### src/rtl/fpu_pkg.sv
// rtl/fpu_pkg.sv - shared FPU constants: default multiplier width and arbiter state encoding
package fpu_pkg;

    localparam int WIDTH_DEFAULT = 24;

    localparam logic [1:0] S_IDLE = 2'd0;
    localparam logic [1:0] S_CALC = 2'd1;
    localparam logic [1:0] S_RESP = 2'd2;

endpackage

### src/rtl/mul_share_arb_if.sv
// rtl/mul_share_arb_if.sv - two-requester request/response bundle for the shared multiplier
interface mul_share_arb_if
    import fpu_pkg::*;
#(
    parameter int WIDTH = WIDTH_DEFAULT
);

    logic                 req0_valid;
    logic                 req0_ready;
    logic [WIDTH-1:0]     req0_a;
    logic [WIDTH-1:0]     req0_b;
    logic                 rsp0_valid;
    logic                 rsp0_ready;
    logic [2*WIDTH-1:0]   rsp0_prod;

    logic                 req1_valid;
    logic                 req1_ready;
    logic [WIDTH-1:0]     req1_a;
    logic [WIDTH-1:0]     req1_b;
    logic                 rsp1_valid;
    logic                 rsp1_ready;
    logic [2*WIDTH-1:0]   rsp1_prod;

    // Requester side: the FPU operation units.
    modport master (
        output req0_valid, req0_a, req0_b, rsp0_ready,
        output req1_valid, req1_a, req1_b, rsp1_ready,
        input  req0_ready, rsp0_valid, rsp0_prod,
        input  req1_ready, rsp1_valid, rsp1_prod
    );

    // Arbiter side.
    modport slave (
        input  req0_valid, req0_a, req0_b, rsp0_ready,
        input  req1_valid, req1_a, req1_b, rsp1_ready,
        output req0_ready, rsp0_valid, rsp0_prod,
        output req1_ready, rsp1_valid, rsp1_prod
    );

endinterface

### src/rtl/mulxbit.sv
// rtl/mulxbit.sv - combinational unsigned WIDTH x WIDTH multiplier, full 2*WIDTH product
module mulxbit #(
    parameter int WIDTH = 24
) (
    input  logic [WIDTH-1:0]   a,
    input  logic [WIDTH-1:0]   b,
    output logic [2*WIDTH-1:0] prod,
    output logic               done
);

    assign prod = {{WIDTH{1'b0}}, a} * {{WIDTH{1'b0}}, b};
    // Single-cycle implementation; done exists so a pipelined multiplier can drop in later.
    assign done = 1'b1;

endmodule

### src/rtl/mul_share_arb.sv
// rtl/mul_share_arb.sv - round-robin arbiter/sequencer sharing one multiplier between two requesters
module mul_share_arb
    import fpu_pkg::*;
#(
    parameter int WIDTH = WIDTH_DEFAULT
) (
    input  logic            clk,
    input  logic            rst,
    mul_share_arb_if.slave  bus,
    output logic            busy
);

    logic [1:0]         state;
    logic               rr_ptr;
    logic               owner;
    logic [WIDTH-1:0]   op_a;
    logic [WIDTH-1:0]   op_b;
    logic [2*WIDTH-1:0] prod_q;
    logic [2*WIDTH-1:0] mul_prod;
    logic               mul_done;

    logic               gnt_any;
    logic               gnt_id;
    logic               idle_ok;
    logic               fire;
    logic               rsp_accept;

    mulxbit #(
        .WIDTH (WIDTH)
    ) u_mul (
        .a    (op_a),
        .b    (op_b),
        .prod (mul_prod),
        .done (mul_done)
    );

    always_comb begin
        gnt_any = bus.req0_valid | bus.req1_valid;
        // On contention rr_ptr decides; otherwise whichever requester is valid wins.
        gnt_id  = (bus.req0_valid & bus.req1_valid) ? rr_ptr : bus.req1_valid;
        // rst gates ready so nothing appears accepted while reset is held.
        idle_ok = (state == S_IDLE) & ~rst;
        fire    = idle_ok & gnt_any;
        rsp_accept = owner ? bus.rsp1_ready : bus.rsp0_ready;
    end

    assign bus.req0_ready = fire & ~gnt_id;
    assign bus.req1_ready = fire &  gnt_id;
    assign bus.rsp0_valid = (state == S_RESP) & ~owner;
    assign bus.rsp1_valid = (state == S_RESP) &  owner;
    assign bus.rsp0_prod  = bus.rsp0_valid ? prod_q : '0;
    assign bus.rsp1_prod  = bus.rsp1_valid ? prod_q : '0;
    assign busy           = (state != S_IDLE);

    always_ff @(posedge clk or posedge rst) begin
        if (rst) begin
            state  <= S_IDLE;
            rr_ptr <= 1'b0;
            owner  <= 1'b0;
            op_a   <= '0;
            op_b   <= '0;
            prod_q <= '0;
        end else begin
            case (state)
                S_IDLE: begin
                    if (fire) begin
                        op_a   <= gnt_id ? bus.req1_a : bus.req0_a;
                        op_b   <= gnt_id ? bus.req1_b : bus.req0_b;
                        owner  <= gnt_id;
                        rr_ptr <= ~gnt_id;
                        state  <= S_CALC;
                    end
                end
                S_CALC: begin
                    if (mul_done) begin
                        prod_q <= mul_prod;
                        state  <= S_RESP;
                    end
                end
                S_RESP: begin
                    if (rsp_accept) begin
                        state <= S_IDLE;
                    end
                end
                default: state <= S_IDLE;
            endcase
        end
    end

endmodule

### src/flat_wrapper.sv
// flat-port wrapper written by rule: the top's interface ports become plain ports
module mul_share_arb_flat import fpu_pkg::*;
#(
    parameter int WIDTH = WIDTH_DEFAULT
)
  (clk, rst, busy, bus_req0_valid, bus_req0_a, bus_req0_b, bus_rsp0_ready, bus_req1_valid, bus_req1_a, bus_req1_b, bus_rsp1_ready, bus_req0_ready, bus_rsp0_valid, bus_rsp0_prod, bus_req1_ready, bus_rsp1_valid, bus_rsp1_prod);
  mul_share_arb_if #(.WIDTH(WIDTH)) bus_i ();
  input  logic clk;
  input  logic rst;
  output logic busy;
  input wire logic [$bits(bus_i.req0_valid)-1:0] bus_req0_valid;
  input wire logic [$bits(bus_i.req0_a)-1:0] bus_req0_a;
  input wire logic [$bits(bus_i.req0_b)-1:0] bus_req0_b;
  input wire logic [$bits(bus_i.rsp0_ready)-1:0] bus_rsp0_ready;
  input wire logic [$bits(bus_i.req1_valid)-1:0] bus_req1_valid;
  input wire logic [$bits(bus_i.req1_a)-1:0] bus_req1_a;
  input wire logic [$bits(bus_i.req1_b)-1:0] bus_req1_b;
  input wire logic [$bits(bus_i.rsp1_ready)-1:0] bus_rsp1_ready;
  output wire logic [$bits(bus_i.req0_ready)-1:0] bus_req0_ready;
  output wire logic [$bits(bus_i.rsp0_valid)-1:0] bus_rsp0_valid;
  output wire logic [$bits(bus_i.rsp0_prod)-1:0] bus_rsp0_prod;
  output wire logic [$bits(bus_i.req1_ready)-1:0] bus_req1_ready;
  output wire logic [$bits(bus_i.rsp1_valid)-1:0] bus_rsp1_valid;
  output wire logic [$bits(bus_i.rsp1_prod)-1:0] bus_rsp1_prod;
  assign bus_i.req0_valid = bus_req0_valid;
  assign bus_i.req0_a = bus_req0_a;
  assign bus_i.req0_b = bus_req0_b;
  assign bus_i.rsp0_ready = bus_rsp0_ready;
  assign bus_i.req1_valid = bus_req1_valid;
  assign bus_i.req1_a = bus_req1_a;
  assign bus_i.req1_b = bus_req1_b;
  assign bus_i.rsp1_ready = bus_rsp1_ready;
  assign bus_req0_ready = bus_i.req0_ready;
  assign bus_rsp0_valid = bus_i.rsp0_valid;
  assign bus_rsp0_prod = bus_i.rsp0_prod;
  assign bus_req1_ready = bus_i.req1_ready;
  assign bus_rsp1_valid = bus_i.rsp1_valid;
  assign bus_rsp1_prod = bus_i.rsp1_prod;
  mul_share_arb #(.WIDTH(WIDTH)) u_core (.clk(clk), .rst(rst), .bus(bus_i), .busy(busy));
endmodule
### config.mk
export PLATFORM = sky130hd
export DESIGN_NAME = mul_share_arb_flat
export DESIGN_NICKNAME = d
export VERILOG_FILES = /design/src/rtl/fpu_pkg.sv /design/src/rtl/mul_share_arb_if.sv /design/src/rtl/mulxbit.sv /design/src/rtl/mul_share_arb.sv /design/src/flat_wrapper.sv
export SDC_FILE = /design/constraint.sdc
export NUM_CORES = 2
export LEC_CHECK = 0
export CAP_MARGIN = 20
export CORE_UTILIZATION = 50
export DETAILED_ROUTE_END_ITERATION = 10
export PLACE_DENSITY_LB_ADDON = 0.08
export SYNTH_ARGS = -nofsm -noshare
export SYNTH_HDL_FRONTEND = slang
export SYNTH_HIERARCHICAL = 1
export SYNTH_SLANG_ARGS = --single-unit
### constraint.sdc
create_clock -name clk -period 9.95 [get_ports clk]
set_input_delay 0.995 -clock clk [delete_from_list [all_inputs] [get_ports clk]]
set_output_delay 0.995 -clock clk [all_outputs]
set_load 0.01 [all_outputs]
### Yosys cells after proc, flatten, opt, wreduce, memory -nomap -nowiden

Cells that the tools add are included.

| word-level totals | value |
|---|---|
| logic and storage cells | 35 |
| bits in registers | 100 |

| cells by class | value |
|---|---|
| bitwise logic cells | 11 |
| $mul | 1 |
| multiplexer cells | 9 |
| equality and inequality tests | 4 |
| reductions and logical operators | 4 |

Operators with widths:

| kind | count |
|---|---|
| 48-bit two-way mux | 2 |
| 24-bit by 24-bit multiplier with 48-bit output | 1 |
| 24-bit two-way mux | 2 |
| 1-bit bitwise AND | 7 |
| 2-bit case mux with 3 select lines | 1 |
| 2-bit two-way mux | 2 |
| 2-bit by 1-bit inequality test with 1-bit output (second input constant) | 2 |
| 2-bit AND reduction | 2 |
| 1-bit inverter | 3 |
| 2-bit by 1-bit == test with 1-bit output (second input constant) | 1 |
| 2-bit == test (second input constant) | 1 |
| 2-bit logical NOT | 1 |
| 1-bit two-way mux | 2 |
| 2-bit nonzero test | 1 |
| 1-bit OR | 1 |

### Logic depth before layout (Yosys ltp)

| logic depth | value |
|---|---|
| depth after elaboration | 5 |
| depth in mapped cells | 27 |

### By module

The synthesis kept the hierarchy.

Modules (own cells, without submodules):

| module | times used | seq. area each (µm²) | area an instance (µm²) | cells an instance |
|---|---|---|---|---|
| mulxbit | 1 | 0.0 | 19,042.0 | 2,185 |
| mul_share_arb | 1 | 2,502.4 | 4,750.8 | 395 |

### Worst setup path after synthesis

OpenSTA, ideal clock, no wires.

| timing | value |
|---|---|
| path type | reg-to-reg |
| start | register u_core.op_b[3] |
| end | register u_core.prod_q[45] |
| path slack | 3,168 ps |
| setup time | 125 ps |
| cell stages (with the launch flop) | 26 |
| arrival time | 6,657 ps |
| clock period less this slack | 6,782 ps |
| path through | dfrtp_1 -> clkbuf_1 -> nand2_1 -> fa_1 -> inv_1 -> fa_1 -> inv_1 -> fa_1 -> inv_1 -> fa_1 -> inv_1 -> fa_1 -> inv_1 -> fa_1 -> inv_1 -> fa_1 -> inv_1 -> ha_1 -> clkbuf_1 -> nand2_1 -> o31a_1 -> o31a_1 -> or3_1 -> a2bb2oi_1 -> xnor2_1 -> mux2_2 |

| between the ends | value |
|---|---|
| cells in the longest elaborated chain, start to end | 1 |

Ends and longest elaborated chain:

| what | RTL line | text |
|---|---|---|
| start: declaration | mul_share_arb.sv:17 | `logic [WIDTH-1:0] op_b;` |
| start signal: assignment | mul_share_arb.sv:68 | `op_b <= gnt_id ? bus.req1_b : bus.req0_b;` |
| 24-bit by 24-bit multiplier with 48-bit output | mulxbit.sv:11 | `assign prod = {{WIDTH{1'b0}}, a} * {{WIDTH{1'b0}}, b};` |
| net u_core.mul_prod[45] | mul_share_arb.sv:19 | `logic [2*WIDTH-1:0] mul_prod;` |
| end signal: assignment | mul_share_arb.sv:76 | `prod_q <= mul_prod;` |
| end: declaration | mul_share_arb.sv:18 | `logic [2*WIDTH-1:0] prod_q;` |

The timed path passes the listed nets, and every way through them passes these cells.
A chain may end at the register's enable or synchronous reset.

### Worst setup path in the final report

| timing | value |
|---|---|
| start | register u_core.op_a[14] |
| end | register u_core.prod_q[44] |

| between the ends | value |
|---|---|
| cells in the longest elaborated chain, start to end | 1 |

Ends and longest elaborated chain:

| what | RTL line | text |
|---|---|---|
| start: declaration | mul_share_arb.sv:16 | `logic [WIDTH-1:0] op_a;` |
| start signal: assignment | mul_share_arb.sv:67 | `op_a <= gnt_id ? bus.req1_a : bus.req0_a;` |
| 24-bit by 24-bit multiplier with 48-bit output | mulxbit.sv:11 |  |
| net u_core.mul_prod[44] | mul_share_arb.sv:19 |  |

The timed path passes the listed nets, and every way through them passes these cells.

==> flow_summary.yaml <==
cts:
  cts_resized: 0
  path_clk_slew_ns: 0.10
  hold_buffers: 0
  clk_latency_ns: 0.37
  cts_buffers: 9
  htreeDepth: 3
  clock_path_buffers: 2
  post-cts-setup-buffers: 0
  cts.sinks: 100
  cts_tree: "built"
  clock-root-buffer: "clkbuf_16"
cells_and_area:
  final_util_pct: 57.04
  layout.nets: 3442
  final_common_cell: "inv_1"
  n_fill_cell: 4197
  mostFrequentLayoutCells: "inv_1, fa_1, and2_1"
  drive_gt1_share_pct: 4.351
  layout.area.seq_um2: 2502
  multi_input_area_um2: 18600
  syn_to_final_growth_pct: 12.08
route:
  wl_per_cell_um: 21.32
  dr_total_vias: 18030
  wl_mm: 70.28
  drt-pass1-iter-count: 5
  via_per_inst: 5.469
  antenna_left: 0
  drt-initial-drc-count: 1098
  post-route-drc-count: 0
global_routing:
  grt_max_degree: 67
  antenna_found_initial: 3
  met3_usage_pct: 3.849
  grt_pass1_wl_mm: 111.8
  busiest_layer: "met2"
  use_met2_pct: 51.46
  grt_overflow: 0
  use_met1_pct: 42.45
  grt_use_total_pct: 30.63
  first_global_vias: 19320
critical_path:
  crit_chain: "nand2_1 > fa_1 > inv_1 > fa_1 > inv_1 > fa_1 > fa_1 > inv_1 > fa_1 > fa_1 > inv_1 > fa_1 > inv_1 > ha_1 > nand2_1 > o21a_1 > o21ai_0 > o21ai_1 > o311a_1 > o31ai_1 > a311oi_1 > xnor2_1 > mux2_2"
  cpPeakStageDelay_ns: 1.13
  critical_path_required_ns: 10.20
  rrSetupSlack_ns: 1.90
  arrival_ns: 8.30
  crit_top_cell: "fa_1"
  worst-path-max-fanout: 25
  slowest_stage: "dfrtp_1"
  worstSetupPathType: "register to register"
  cp-start-kind: "register"
  end_kind: "register"
placement:
  place_congestion: 0.8888
  portBuffers: 202
  hpwl_mm: 54.76
yosys:
  synth_edf_count: 0
  yosys_register_bits: 100
  ys_seq_area_share_pct: 10.52
  synthArstFlopShare_pct: 100.0
  ys.flop_type: "dfrtp_1"
  synth_warnings: 6
  syn_avg_cell_area_um2: 9.222
  syn_area_um2: 23790
  syn_inst: 2580
  synth_cell_types: 57
  synth_nets: 3338
sta:
  worst_slew_pin_slew_ns: 1.176
  finalHoldViolations: 0
  slew_violations: 0
  setup_viol: 0
  min_period_over_period_pct: 80.92
  tns_ns: 0
  max_freq_mhz: 124.2
  post-route-min-period_ns: 8.052
  max_slew_margin_pct: 21.63
  rsz0062_at_grt: "false"
  fin_skew_ns: 0.02178
floorplanning:
  rows: 79
  die-height_um: 220.1
  dieArea_um2: 48460
  core_um2: 46750
  initial_core_util_pct: 50.89
  io_pins: 203
  die_w_um: 220.1
worst_hold_path:
  hold_class: "register to register"
job:
  cap_viol_max_count: 0
run_status:
  status: "finished clean"
[layout make-up]
class / instances / area share [%]
diodes: 1 / 0.009384
clock inverters: 7 / 0.3519
inverters: 559 / 7.878
clock buffers: 9 / 0.8446
flip-flops and latches: 100 / 9.384
multi-input cells: 1770 / 69.74
well taps: 607 / 2.848
repair buffers: 244 / 8.943
[layer usage]
layer / wire (µm) / up-vias
li1: - / 7948
met2: 34390 / 605
met4: 1526 / 2
met3: 4208 / 84
met1: 30140 / 9393
met5: 11 / -
[sequential cells by signal, summed over array words and instances (netlist names)]
| signal | cells |
|---|---|
| u_core/state | 2 |
| u_core/op_a | 24 |
| u_core/op_b | 24 |
| u_core/rr_ptr | 1 |
| u_core/owner | 1 |
| u_core/prod_q | 48 |
[stage by stage]
step                setup WS (ns)  instance area, µm²  cells  hold slack (ns)
floorplan                   3.168               23790   2580           0.4851
global placement            2.112               26270   3276           0.4986
detailed placement          2.121               26300   3277           0.4998
CTS                         2.043               26610   3293           0.5228
global route                1.706               26660   3296           0.5388
finish                      1.898               26670   3297           0.5240
[path summary, 6_finish.rpt]
kind,depth (start not counted),to,start
min in group asynchronous,2,u_core/op_b[8]$_DFFE_PP0P_,rst
worst max-delay path,23,u_core/prod_q[44]$_DFFE_PP0P_,u_core/op_a[14]$_DFFE_PP0P_
max in group asynchronous,3,u_core/op_a[9]$_DFFE_PP0P_,rst
worst max register to register,23,u_core/prod_q[44]$_DFFE_PP0P_,u_core/op_a[14]$_DFFE_PP0P_
worst min-delay path,1,u_core/op_b[19]$_DFFE_PP0P_,u_core/op_b[19]$_DFFE_PP0P_
worst min register to register,1,u_core/op_b[19]$_DFFE_PP0P_,u_core/op_b[19]$_DFFE_PP0P_
[worst max-delay path, delay by kind of cell, from the launching register on]
kind                       cells  cell delay [ns]
DFF                            1             1.13
AOI/OAI and AO/OA              6             1.67
buffers and inverters          5             0.27
and+or+nand+nor                2             0.27
adders and majority gates      8             4.13
xor gates and xnor gates       1             0.17
muxes                          1             0.26
[Yosys cell counts (22+ instances only)]
| cell | n | area (µm²) |
|---|---|---|
| xnor2_1 | 27 | 236.5 |
| o21ai_0 | 22 | 110.1 |
| a21o_1 | 23 | 172.7 |
| and2_1 | 403 | 2521 |
| mux2_2 | 49 | 551.8 |
| and3_1 | 50 | 312.8 |
| a221o_1 | 49 | 490.5 |
| inv_1 | 559 | 2098 |
| nand2_1 | 303 | 1137 |
| ha_1 | 174 | 2177 |
| clkbuf_1 | 131 | 491.7 |
| a21oi_1 | 48 | 240.2 |
| dfrtp_1 | 100 | 2502 |
| fa_1 | 482 | 9649 |
[kinds of logic after synthesis]
kind of cell             synth area share (%)
multiplexers                            2.361
flip-flops                              10.52
AND/OR/NAND/NOR                         18.15
adder cells (fa/ha/maj)                 49.71
AO/OA/AOI/OAI                           6.163
other                                 0.01576
XOR/XNOR                                1.657
buffers and inverters                   11.43
Power is not shown: default switching activity piles up to over one toggle a cycle in this logic, so the estimate is an artifact.
